**config.mk**
```make
export PLATFORM = sky130hd
export DESIGN_NAME = fu_cmd_sequencer_flat
export DESIGN_NICKNAME = d
export VERILOG_FILES = /design/src/rtl/fu_cmd_sequencer_if.sv /design/src/rtl/fu_cmd_sequencer.sv /design/src/flat_wrapper.sv
export SDC_FILE = /design/constraint.sdc
export NUM_CORES = 1
export LEC_CHECK = 0
export CAP_MARGIN = 20
export CORE_MARGIN = 5
export CORE_UTILIZATION = 48
export DETAILED_ROUTE_END_ITERATION = 8
export GPL_TIMING_DRIVEN = 1
export MAX_ROUTING_LAYER = met4
export PLACE_DENSITY_LB_ADDON = 0.3
export SLEW_MARGIN = 20
export SYNTH_ARGS = -nofsm -noshare
export SYNTH_HDL_FRONTEND = slang
export SYNTH_SLANG_ARGS = --single-unit
export TNS_END_PERCENT = 1
```
**constraint.sdc**
```tcl
create_clock -name clk -period 3.3 [get_ports clk]
set_input_delay 0.495 -clock clk [delete_from_list [all_inputs] [get_ports clk]]
set_output_delay 0.495 -clock clk [all_outputs]
set_load 0.01 [all_outputs]
```
**src/rtl/fu_cmd_sequencer_if.sv**
```systemverilog
// Signal bundle between the command sequencer, its command/response client and
// the shift/rotate functional unit. master = sequencer side, slave = environment side.
interface fu_cmd_sequencer_if #(
   parameter int NBITS = 8,
   parameter int CNT_W = 4
);
   logic             cmd_valid;
   logic             cmd_ready;
   logic             cmd_load;
   logic [2:0]       cmd_op;
   logic [NBITS-1:0] cmd_data;
   logic             cmd_msb;
   logic             cmd_lsb;
   logic [CNT_W-1:0] cmd_count;

   logic             fu_m_en;
   logic [2:0]       fu_s;
   logic [NBITS-1:0] fu_f_in;
   logic             fu_msb_in;
   logic             fu_lsb_in;
   logic             fu_data_rdy;
   logic [NBITS-1:0] fu_f_out;

   logic             rsp_valid;
   logic             rsp_ready;
   logic [NBITS-1:0] rsp_data;
   logic             rsp_err;

   modport master (
      input  cmd_valid, cmd_load, cmd_op, cmd_data, cmd_msb, cmd_lsb, cmd_count,
      input  fu_data_rdy, fu_f_out, rsp_ready,
      output cmd_ready, fu_m_en, fu_s, fu_f_in, fu_msb_in, fu_lsb_in,
      output rsp_valid, rsp_data, rsp_err
   );

   modport slave (
      output cmd_valid, cmd_load, cmd_op, cmd_data, cmd_msb, cmd_lsb, cmd_count,
      output fu_data_rdy, fu_f_out, rsp_ready,
      input  cmd_ready, fu_m_en, fu_s, fu_f_in, fu_msb_in, fu_lsb_in,
      input  rsp_valid, rsp_data, rsp_err
   );
endinterface

```
**src/rtl/fu_cmd_sequencer.sv**
```systemverilog
// Command sequencer for the shift/rotate unit: optional parallel load, then a
// repeated op, returning the last captured F_Out or a timeout error.
module fu_cmd_sequencer #(
   parameter int NBITS       = 8,
   parameter int CNT_W       = 4,
   parameter int TIMEOUT_CYC = 16
) (
   input  logic               clk,
   input  logic               reset_n,
   fu_cmd_sequencer_if.master bus
);

   localparam int         TMO_W  = $clog2(TIMEOUT_CYC + 1);
   localparam logic [2:0] S_IDLE = 3'b000;
   localparam logic [2:0] S_LOAD = 3'b001;

   typedef enum logic [1:0] {IDLE, ISSUE, GAP, RESP} state_e;

   state_e           state_q, state_d;
   logic             load_q, load_d;
   logic [2:0]       op_q, op_d;
   logic [NBITS-1:0] data_q, data_d;
   logic             msb_q, msb_d;
   logic             lsb_q, lsb_d;
   logic [CNT_W-1:0] remaining_q, remaining_d;
   logic [NBITS-1:0] result_q, result_d;
   logic             err_q, err_d;
   logic [TMO_W-1:0] tmo_q, tmo_d;

   logic [TMO_W-1:0] tmo_inc;
   logic             more;

   always_ff @(posedge clk) begin
      if (!reset_n) begin
         state_q     <= IDLE;
         load_q      <= 1'b0;
         op_q        <= 3'b000;
         data_q      <= '0;
         msb_q       <= 1'b0;
         lsb_q       <= 1'b0;
         remaining_q <= '0;
         result_q    <= '0;
         err_q       <= 1'b0;
         tmo_q       <= '0;
      end else begin
         state_q     <= state_d;
         load_q      <= load_d;
         op_q        <= op_d;
         data_q      <= data_d;
         msb_q       <= msb_d;
         lsb_q       <= lsb_d;
         remaining_q <= remaining_d;
         result_q    <= result_d;
         err_q       <= err_d;
         tmo_q       <= tmo_d;
      end
   end

   always_comb begin
      state_d     = state_q;
      load_d      = load_q;
      op_d        = op_q;
      data_d      = data_q;
      msb_d       = msb_q;
      lsb_d       = lsb_q;
      remaining_d = remaining_q;
      result_d    = result_q;
      err_d       = err_q;
      tmo_d       = tmo_q;
      tmo_inc     = tmo_q + TMO_W'(1);
      more        = 1'b0;

      case (state_q)
         IDLE: begin
            if (bus.cmd_valid) begin
               load_d      = bus.cmd_load;
               op_d        = bus.cmd_op;
               data_d      = bus.cmd_data;
               msb_d       = bus.cmd_msb;
               lsb_d       = bus.cmd_lsb;
               remaining_d = bus.cmd_count;
               result_d    = '0;
               err_d       = 1'b0;
               tmo_d       = '0;
               state_d     = (bus.cmd_load || bus.cmd_count != '0) ? ISSUE : RESP;
            end
         end
         ISSUE: begin
            // x/z on the strobe compares unknown and falls through to the timeout path
            if (bus.fu_data_rdy == 1'b1) begin
               result_d = bus.fu_f_out;
               tmo_d    = '0;
               if (!load_q && remaining_q != '0) remaining_d = remaining_q - CNT_W'(1);
               more     = load_q ? (remaining_q != '0) : (remaining_q > CNT_W'(1));
               load_d   = 1'b0;
               state_d  = more ? GAP : RESP;
            end else if (tmo_inc == TMO_W'(TIMEOUT_CYC)) begin
               err_d   = 1'b1;
               tmo_d   = '0;
               state_d = RESP;
            end else begin
               tmo_d = tmo_inc;
            end
         end
         GAP:     state_d = ISSUE;
         RESP:    if (bus.rsp_ready) state_d = IDLE;
         default: state_d = IDLE;
      endcase
   end

   always_comb begin
      bus.cmd_ready = 1'b0;
      bus.fu_m_en   = 1'b0;
      bus.fu_s      = S_IDLE;
      bus.fu_f_in   = '0;
      bus.fu_msb_in = 1'b0;
      bus.fu_lsb_in = 1'b0;
      bus.rsp_valid = 1'b0;
      bus.rsp_data  = result_q;
      bus.rsp_err   = err_q;

      // operand lines stay on the bus from acceptance until the response is taken
      if (state_q != IDLE) begin
         bus.fu_f_in   = data_q;
         bus.fu_msb_in = msb_q;
         bus.fu_lsb_in = lsb_q;
      end

      case (state_q)
         IDLE:  bus.cmd_ready = reset_n;
         ISSUE: begin
            bus.fu_m_en = 1'b1;
            bus.fu_s    = load_q ? S_LOAD : op_q;
         end
         RESP:  bus.rsp_valid = 1'b1;
         default: ;
      endcase
   end

endmodule

```
**src/flat_wrapper.sv**
```systemverilog
// flat-port wrapper written by rule: the top's interface ports become plain ports
module fu_cmd_sequencer_flat 
#(
   parameter int NBITS       = 8,
   parameter int CNT_W       = 4,
   parameter int TIMEOUT_CYC = 16
)
  (clk, reset_n, bus_cmd_valid, bus_cmd_load, bus_cmd_op, bus_cmd_data, bus_cmd_msb, bus_cmd_lsb, bus_cmd_count, bus_fu_data_rdy, bus_fu_f_out, bus_rsp_ready, bus_cmd_ready, bus_fu_m_en, bus_fu_s, bus_fu_f_in, bus_fu_msb_in, bus_fu_lsb_in, bus_rsp_valid, bus_rsp_data, bus_rsp_err);
  fu_cmd_sequencer_if #(.NBITS(NBITS), .CNT_W(CNT_W)) bus_i ();
  input  logic clk;
  input  logic reset_n;
  input wire logic [$bits(bus_i.cmd_valid)-1:0] bus_cmd_valid;
  input wire logic [$bits(bus_i.cmd_load)-1:0] bus_cmd_load;
  input wire logic [$bits(bus_i.cmd_op)-1:0] bus_cmd_op;
  input wire logic [$bits(bus_i.cmd_data)-1:0] bus_cmd_data;
  input wire logic [$bits(bus_i.cmd_msb)-1:0] bus_cmd_msb;
  input wire logic [$bits(bus_i.cmd_lsb)-1:0] bus_cmd_lsb;
  input wire logic [$bits(bus_i.cmd_count)-1:0] bus_cmd_count;
  input wire logic [$bits(bus_i.fu_data_rdy)-1:0] bus_fu_data_rdy;
  input wire logic [$bits(bus_i.fu_f_out)-1:0] bus_fu_f_out;
  input wire logic [$bits(bus_i.rsp_ready)-1:0] bus_rsp_ready;
  output wire logic [$bits(bus_i.cmd_ready)-1:0] bus_cmd_ready;
  output wire logic [$bits(bus_i.fu_m_en)-1:0] bus_fu_m_en;
  output wire logic [$bits(bus_i.fu_s)-1:0] bus_fu_s;
  output wire logic [$bits(bus_i.fu_f_in)-1:0] bus_fu_f_in;
  output wire logic [$bits(bus_i.fu_msb_in)-1:0] bus_fu_msb_in;
  output wire logic [$bits(bus_i.fu_lsb_in)-1:0] bus_fu_lsb_in;
  output wire logic [$bits(bus_i.rsp_valid)-1:0] bus_rsp_valid;
  output wire logic [$bits(bus_i.rsp_data)-1:0] bus_rsp_data;
  output wire logic [$bits(bus_i.rsp_err)-1:0] bus_rsp_err;
  assign bus_i.cmd_valid = bus_cmd_valid;
  assign bus_i.cmd_load = bus_cmd_load;
  assign bus_i.cmd_op = bus_cmd_op;
  assign bus_i.cmd_data = bus_cmd_data;
  assign bus_i.cmd_msb = bus_cmd_msb;
  assign bus_i.cmd_lsb = bus_cmd_lsb;
  assign bus_i.cmd_count = bus_cmd_count;
  assign bus_i.fu_data_rdy = bus_fu_data_rdy;
  assign bus_i.fu_f_out = bus_fu_f_out;
  assign bus_i.rsp_ready = bus_rsp_ready;
  assign bus_cmd_ready = bus_i.cmd_ready;
  assign bus_fu_m_en = bus_i.fu_m_en;
  assign bus_fu_s = bus_i.fu_s;
  assign bus_fu_f_in = bus_i.fu_f_in;
  assign bus_fu_msb_in = bus_i.fu_msb_in;
  assign bus_fu_lsb_in = bus_i.fu_lsb_in;
  assign bus_rsp_valid = bus_i.rsp_valid;
  assign bus_rsp_data = bus_i.rsp_data;
  assign bus_rsp_err = bus_i.rsp_err;
  fu_cmd_sequencer #(.NBITS(NBITS), .CNT_W(CNT_W), .TIMEOUT_CYC(TIMEOUT_CYC)) u_core (.clk(clk), .reset_n(reset_n), .bus(bus_i));
endmodule
```
Yosys cells after proc, flatten, opt, wreduce, memory -nomap -nowiden
Cells that the tools add are included.

Register bits after elaboration: 34. ROM bits: 0. Input port bits: 31. RAM bits: 0. Latch bits: 0. Output and inout bits: 25. Word-level logic and storage cells: 72. Memories: 0.

Multipliers: 0. Bitwise logic cells: 0. Equality and inequality tests: 11. Mux-type cells: 34. $add $sub $neg: 2. Reductions and logical operators: 14. Shift-type cells: 0. Magnitude comparators: 1. Divide/modulo/power cells: 0.

Operators with widths (number): two-way mux 8 bit (3); one-hot mux 8 bit (2 select lines) (1); two-way mux 5 bit (3); two-way mux 1 bit (12); two-way mux 4 bit (3); two-way mux 2 bit (5); one-hot mux 5 bit (2 select lines) (1); inequality test 2 bit (second input constant) (4); one-hot mux 2 bit (4 select lines) (1); one-hot mux 4 bit (2 select lines) (1); AND reduction 4 bit (2); nonzero test 4 bit (2); two-way mux 3 bit (2); AND reduction 3 bit (2); adder 5 x 1 -> 5 bit (second input constant) (1); equality test 5 bit (second input constant) (1); equality test 2 bit (second input constant) (2); greater-than comparator 4 x 1 -> 1 bit (second input constant) (1); inequality test 2 x 1 -> 1 bit (second input constant) (2); one-hot mux 1 bit (2 select lines) (2); AND reduction 2 bit (2); nonzero test 2 bit (2); subtractor 4 x 1 -> 4 bit (second input constant) (1); inequality test 3 x 2 -> 1 bit (second input constant) (1); 5 further kinds (5).

Logic depth before layout (Yosys ltp)
Depth after elaboration: 5. Gate-level depth with buffers: 6. Depth with buffers taken out: 6.

Worst setup path before layout
No wires, ideal clock.

Path type: input -> output. Start: input reset_n. End: output bus_cmd_ready. Data arrival time: 1.183 ns. Path slack: 1.622 ns. Path buffers: 1. Stages: 3. Data required time: 2.805 ns. Cell sequence: clkbuf_1 inv_1 nor3_1.

Longest elaborated chain between the ends: 1.

Ends and longest elaborated chain: from (decl) (RTL line flat_wrapper.sv:11) `input logic reset_n;`; two-way mux 1 bit (RTL line fu_cmd_sequencer.sv:129) `case (state_q)`; to (decl) (RTL line flat_wrapper.sv:22) `output wire logic [$bits(bus_i.cmd_ready)-1:0] bus_cmd_ready;`.

Every way passes these cells.

Final worst setup path
Start: register u_core.state_q[1]. End: output bus_fu_m_en.

Longest elaborated chain between the ends: 2.

Ends and longest elaborated chain: from (decl) (RTL line fu_cmd_sequencer.sv:19) `state_e state_q, state_d;`; from (signal assigned) (RTL line fu_cmd_sequencer.sv:46) `state_q <= state_d;`; equality test 2 x 1 -> 1 bit (RTL line fu_cmd_sequencer.sv:129); two-way mux 1 bit (RTL line fu_cmd_sequencer.sv:129); to (decl) (RTL line flat_wrapper.sv:23) `output wire logic [$bits(bus_i.fu_m_en)-1:0] bus_fu_m_en;`.

Every way passes these cells.

==> impl_metrics.env <==
export IMPL_place_ws_ns=0.758
export IMPL_p_per_area_nw_per_um2=447
export IMPL_total_power_mw=0.992
export IMPL_drt_iter0_drc=71
export IMPL_min_from="u_core.data_q[6]"
export IMPL_synth_area_top_cells="dfxtp_1, nand2_1, a21oi_1, a22o_1, nor2b_1"
export IMPL_grt_pass1_wl_um=6350
export IMPL_grt_max_degree=24
export IMPL_final_cell_count_no_fill=287
export IMPL_crit_type="register to primary output"
export IMPL_cts_resized=0
export IMPL_worstHoldEndpoint="u_core.data_q[6]"
export IMPL_fin_util_pct=71.6
export IMPL_r2r_start="u_core.state_q[1]"
export IMPL_overflow=0
export IMPL_tns_ns=0
export IMPL_finalHoldViolCount=0
export IMPL_port_buffer_count=55
export IMPL_wl_per_cell_um=13.1
export IMPL_finClkSkew_ns=0.00750
export IMPL_r2r_slack_ns=1.41
export IMPL_slew_headroom_pct=57.0
export IMPL_critPathCaptureType="primary output"
export IMPL_track_usage_pct=18.7
export IMPL_die_area_um2=4530
export IMPL_path_clk_slew_ns=0.10
export IMPL_seq_power_share_pct=46.8
export IMPL_setup_slack_ns=0.767
export IMPL_synth_top_area_share_pct=43.2
export IMPL_place_congestion=0.852
export IMPL_die_x_um=67.3
export IMPL_drive_above_1_share_pct=5.35
export IMPL_dp_hpwl_um=2710
export IMPL_avgSynthCellArea_um2=8.39
export IMPL_routed_wl_um=3750
export IMPL_clkSinkCount=34
export IMPL_antenna_found_initial=0
export IMPL_yosysSeqAreaShare_pct=43.2
export IMPL_period_share_pct=76.8
export IMPL_critPathRequiredTime_ns=2.80
export IMPL_cts_path_max_buffers=2
export IMPL_cts_hold_fix_buffers=0
export IMPL_chipHeight_um=67.3
export IMPL_crit_start="u_core.state_q[1]"
export IMPL_p_clk_share_pct=29.7
export IMPL_dp_cells=279
export IMPL_cap_viol_max_count=0
export IMPL_vias=1499
export IMPL_yosys_warnings=0
export IMPL_ioPinCount=56
export IMPL_drt_pass1_iter_count=4
export IMPL_tritoncts="done"
export IMPL_root_buffer="clkbuf_4"
export IMPL_cts_buffers=5
export IMPL_critPathArrivalTime_ns=2.04
export IMPL_area_growth_pct=40.9
export IMPL_crit_path_max_fanout=12
export IMPL_route_detailed_drc=0
export IMPL_cts_setup_buffers=0
export IMPL_min_path_cells=2
export IMPL_report_final_setup_viol=0
export IMPL_synth_area_leader_cell="dfxtp_1"
export IMPL_rr_worst_depth=4
export IMPL_htreeDepth=2
export IMPL_nets=277
export IMPL_slew_violations=0
export IMPL_crit_path_start_kind="register"
export IMPL_fillers=264
export IMPL_syn_cell_area_um2=1580
export IMPL_coreArea_um2=3100
export IMPL_synthCells=188
export IMPL_switching_share_pct=27.7
export IMPL_p_comb_share_pct=23.4
export IMPL_finalCriticalPeriod_ns=2.53
export IMPL_peakVddDrop_uv=294
export IMPL_rows=20
export IMPL_clock_latency_ns=0.33
export IMPL_hold_path_class="register to register"
export IMPL_status="complete, no violations"
export IMPL_ys_seq_elements=34
export IMPL_synth_nets=223
export IMPL_max_freq_ghz=0.395
export IMPL_num_antenna_cells=0
export IMPL_ys_types=42
export IMPL_start_util_pct=50.8
export IMPL_p_sw_mw=0.275
export IMPL_reg2reg_to="u_core.bus.rsp_data[3]"
export IMPL_rsz0062_at_grt="no"
export IMPL_viasPerCell=5.22
export IMPL_grt_pass1_vias=1447
export IMPL_p_int_mw=0.717
export IMPL_multi_input_area_um2=822
export IMPL_p_leak_nw=0.809
export IMPL_seq_area_um2=681
export IMPL_tightest_slew_ns=0.643
export IMPL_ant_nets=0
## per-stage QoR
stage	instance area (um2)	hold WS, ns
after detailed placement	2150	0.443
after global routing	2220	0.478
after CTS	2220	0.457
after floorplan	1580	0.432
after global placement	2150	0.438
final	2220	0.453
## cell usage in the layout, fill, tap and decap left out, drive strengths merged, types with 2 or more instances in the layout
cell type	instances
a21oi	22
a22o	8
a31oi	3
a32o	2
and2	3
buf	2
clkbuf	7
clkdlybuf4s50	55
dfxtp	34
ha	4
inv	6
nand2	36
nand3	3
nand3b	3
nor2	10
nor2b	11
nor3	3
nor3b	5
o21ai	5
o32ai	2
or3b	2
## area by class of cell
cell class | count | share of cell area, %
sequential | 34 | 30.6
clock buffer | 7 | 2.03
tap | 44 | 2.48
multi-input combinational | 138 | 37.0
clock inverter | 1 | 1.35
inverter | 6 | 1.01
timing repair buffer | 57 | 25.5
## critical path, cell delays in order (launching register included)
cell and delay (ns):
dfxtp_1 0.51, nand2b_1 0.46, inv_2 0.20, clkdlybuf4s50_1 0.53
## per-layer routing
layer,share of wire [%],track usage [%],routed length (um)
met5,0,-,0
met4,0.67,4.56,25
met3,7.8,5.99,293
met2,46,30.6,1720
met1,46,22.3,1710
## sequential cells by signal, summed over array words and instances, names as in the netlist
register,count
u_core.bus.rsp_err,1
u_core.state_q,2
u_core.data_q,8
u_core.op_q,3
u_core.load_q,1
u_core.remaining_q,4
u_core.lsb_q,1
u_core.bus.rsp_data,8
u_core.tmo_q,5
u_core.msb_q,1
## cell families (layout without fill, tap and decap cells)
family / after synthesis / in the layout / share of synthesized area (%)
flops: 34 / 34 / 43.2
xor+xnor: 1 / 1 / 0.556
simple gates: 79 / 79 / 24.9
compound gates: 52 / 52 / 22.1
fa+ha+maj: 4 / 4 / 3.17
mux: 2 / 2 / 1.35
buf+inv: 16 / 71 / 4.68
## synth_stat cells
cell type,n
nand2_1,36
dfxtp_1,34
a21oi_1,21
nor2b_1,11
nor2_1,10
a22o_1,8
clkbuf_1,6
inv_1,5
nor3b_1,5
o21ai_0,5
ha_1,4
a31oi_1,3
and2_1,3
nand3_1,3
nand3b_1,3
nor3_1,3
a32o_1,2
o32ai_1,2
a2111oi_0,1
a21o_1,1
a21oi_2,1
a2bb2oi_1,1
a311oi_1,1
a31o_2,1
a32oi_1,1
buf_2,1
buf_4,1
buf_6,1
clkbuf_2,1
inv_2,1
mux2_2,1
mux2i_1,1
nand2b_1,1
nor4_1,1
o211ai_1,1
o31a_1,1
o31ai_1,1
o41ai_1,1
or3b_1,1
or3b_4,1
or4b_1,1
xnor2_1,1
## power by group through the flow
stage / Sequential (mW) / Clock (mW) / Combinational, mW
final: 0.465 / 0.295 / 0.233
after global routing: 0.470 / 0.321 / 0.259
after CTS: 0.464 / 0.301 / 0.234
after detailed placement: 0.473 / 0 / 0.233
after global placement: 0.473 / 0 / 0.230
after floorplan: 0.466 / 0 / 0.144
## worst max path at each step
stage | end | depth (start not counted) | slack, ns
6_report | bus_fu_m_en | 3 | 0.77
5_1_grt | bus_fu_s[2] | 3 | 0.57
4_1_cts | bus_cmd_ready | 4 | 0.76
3_5_place_dp | bus_cmd_ready | 4 | 0.76
3_3_place_gp | bus_cmd_ready | 4 | 0.77
2_1_floorplan | bus_cmd_ready | 3 | 1.62
(Power assumes the default switching activity.)
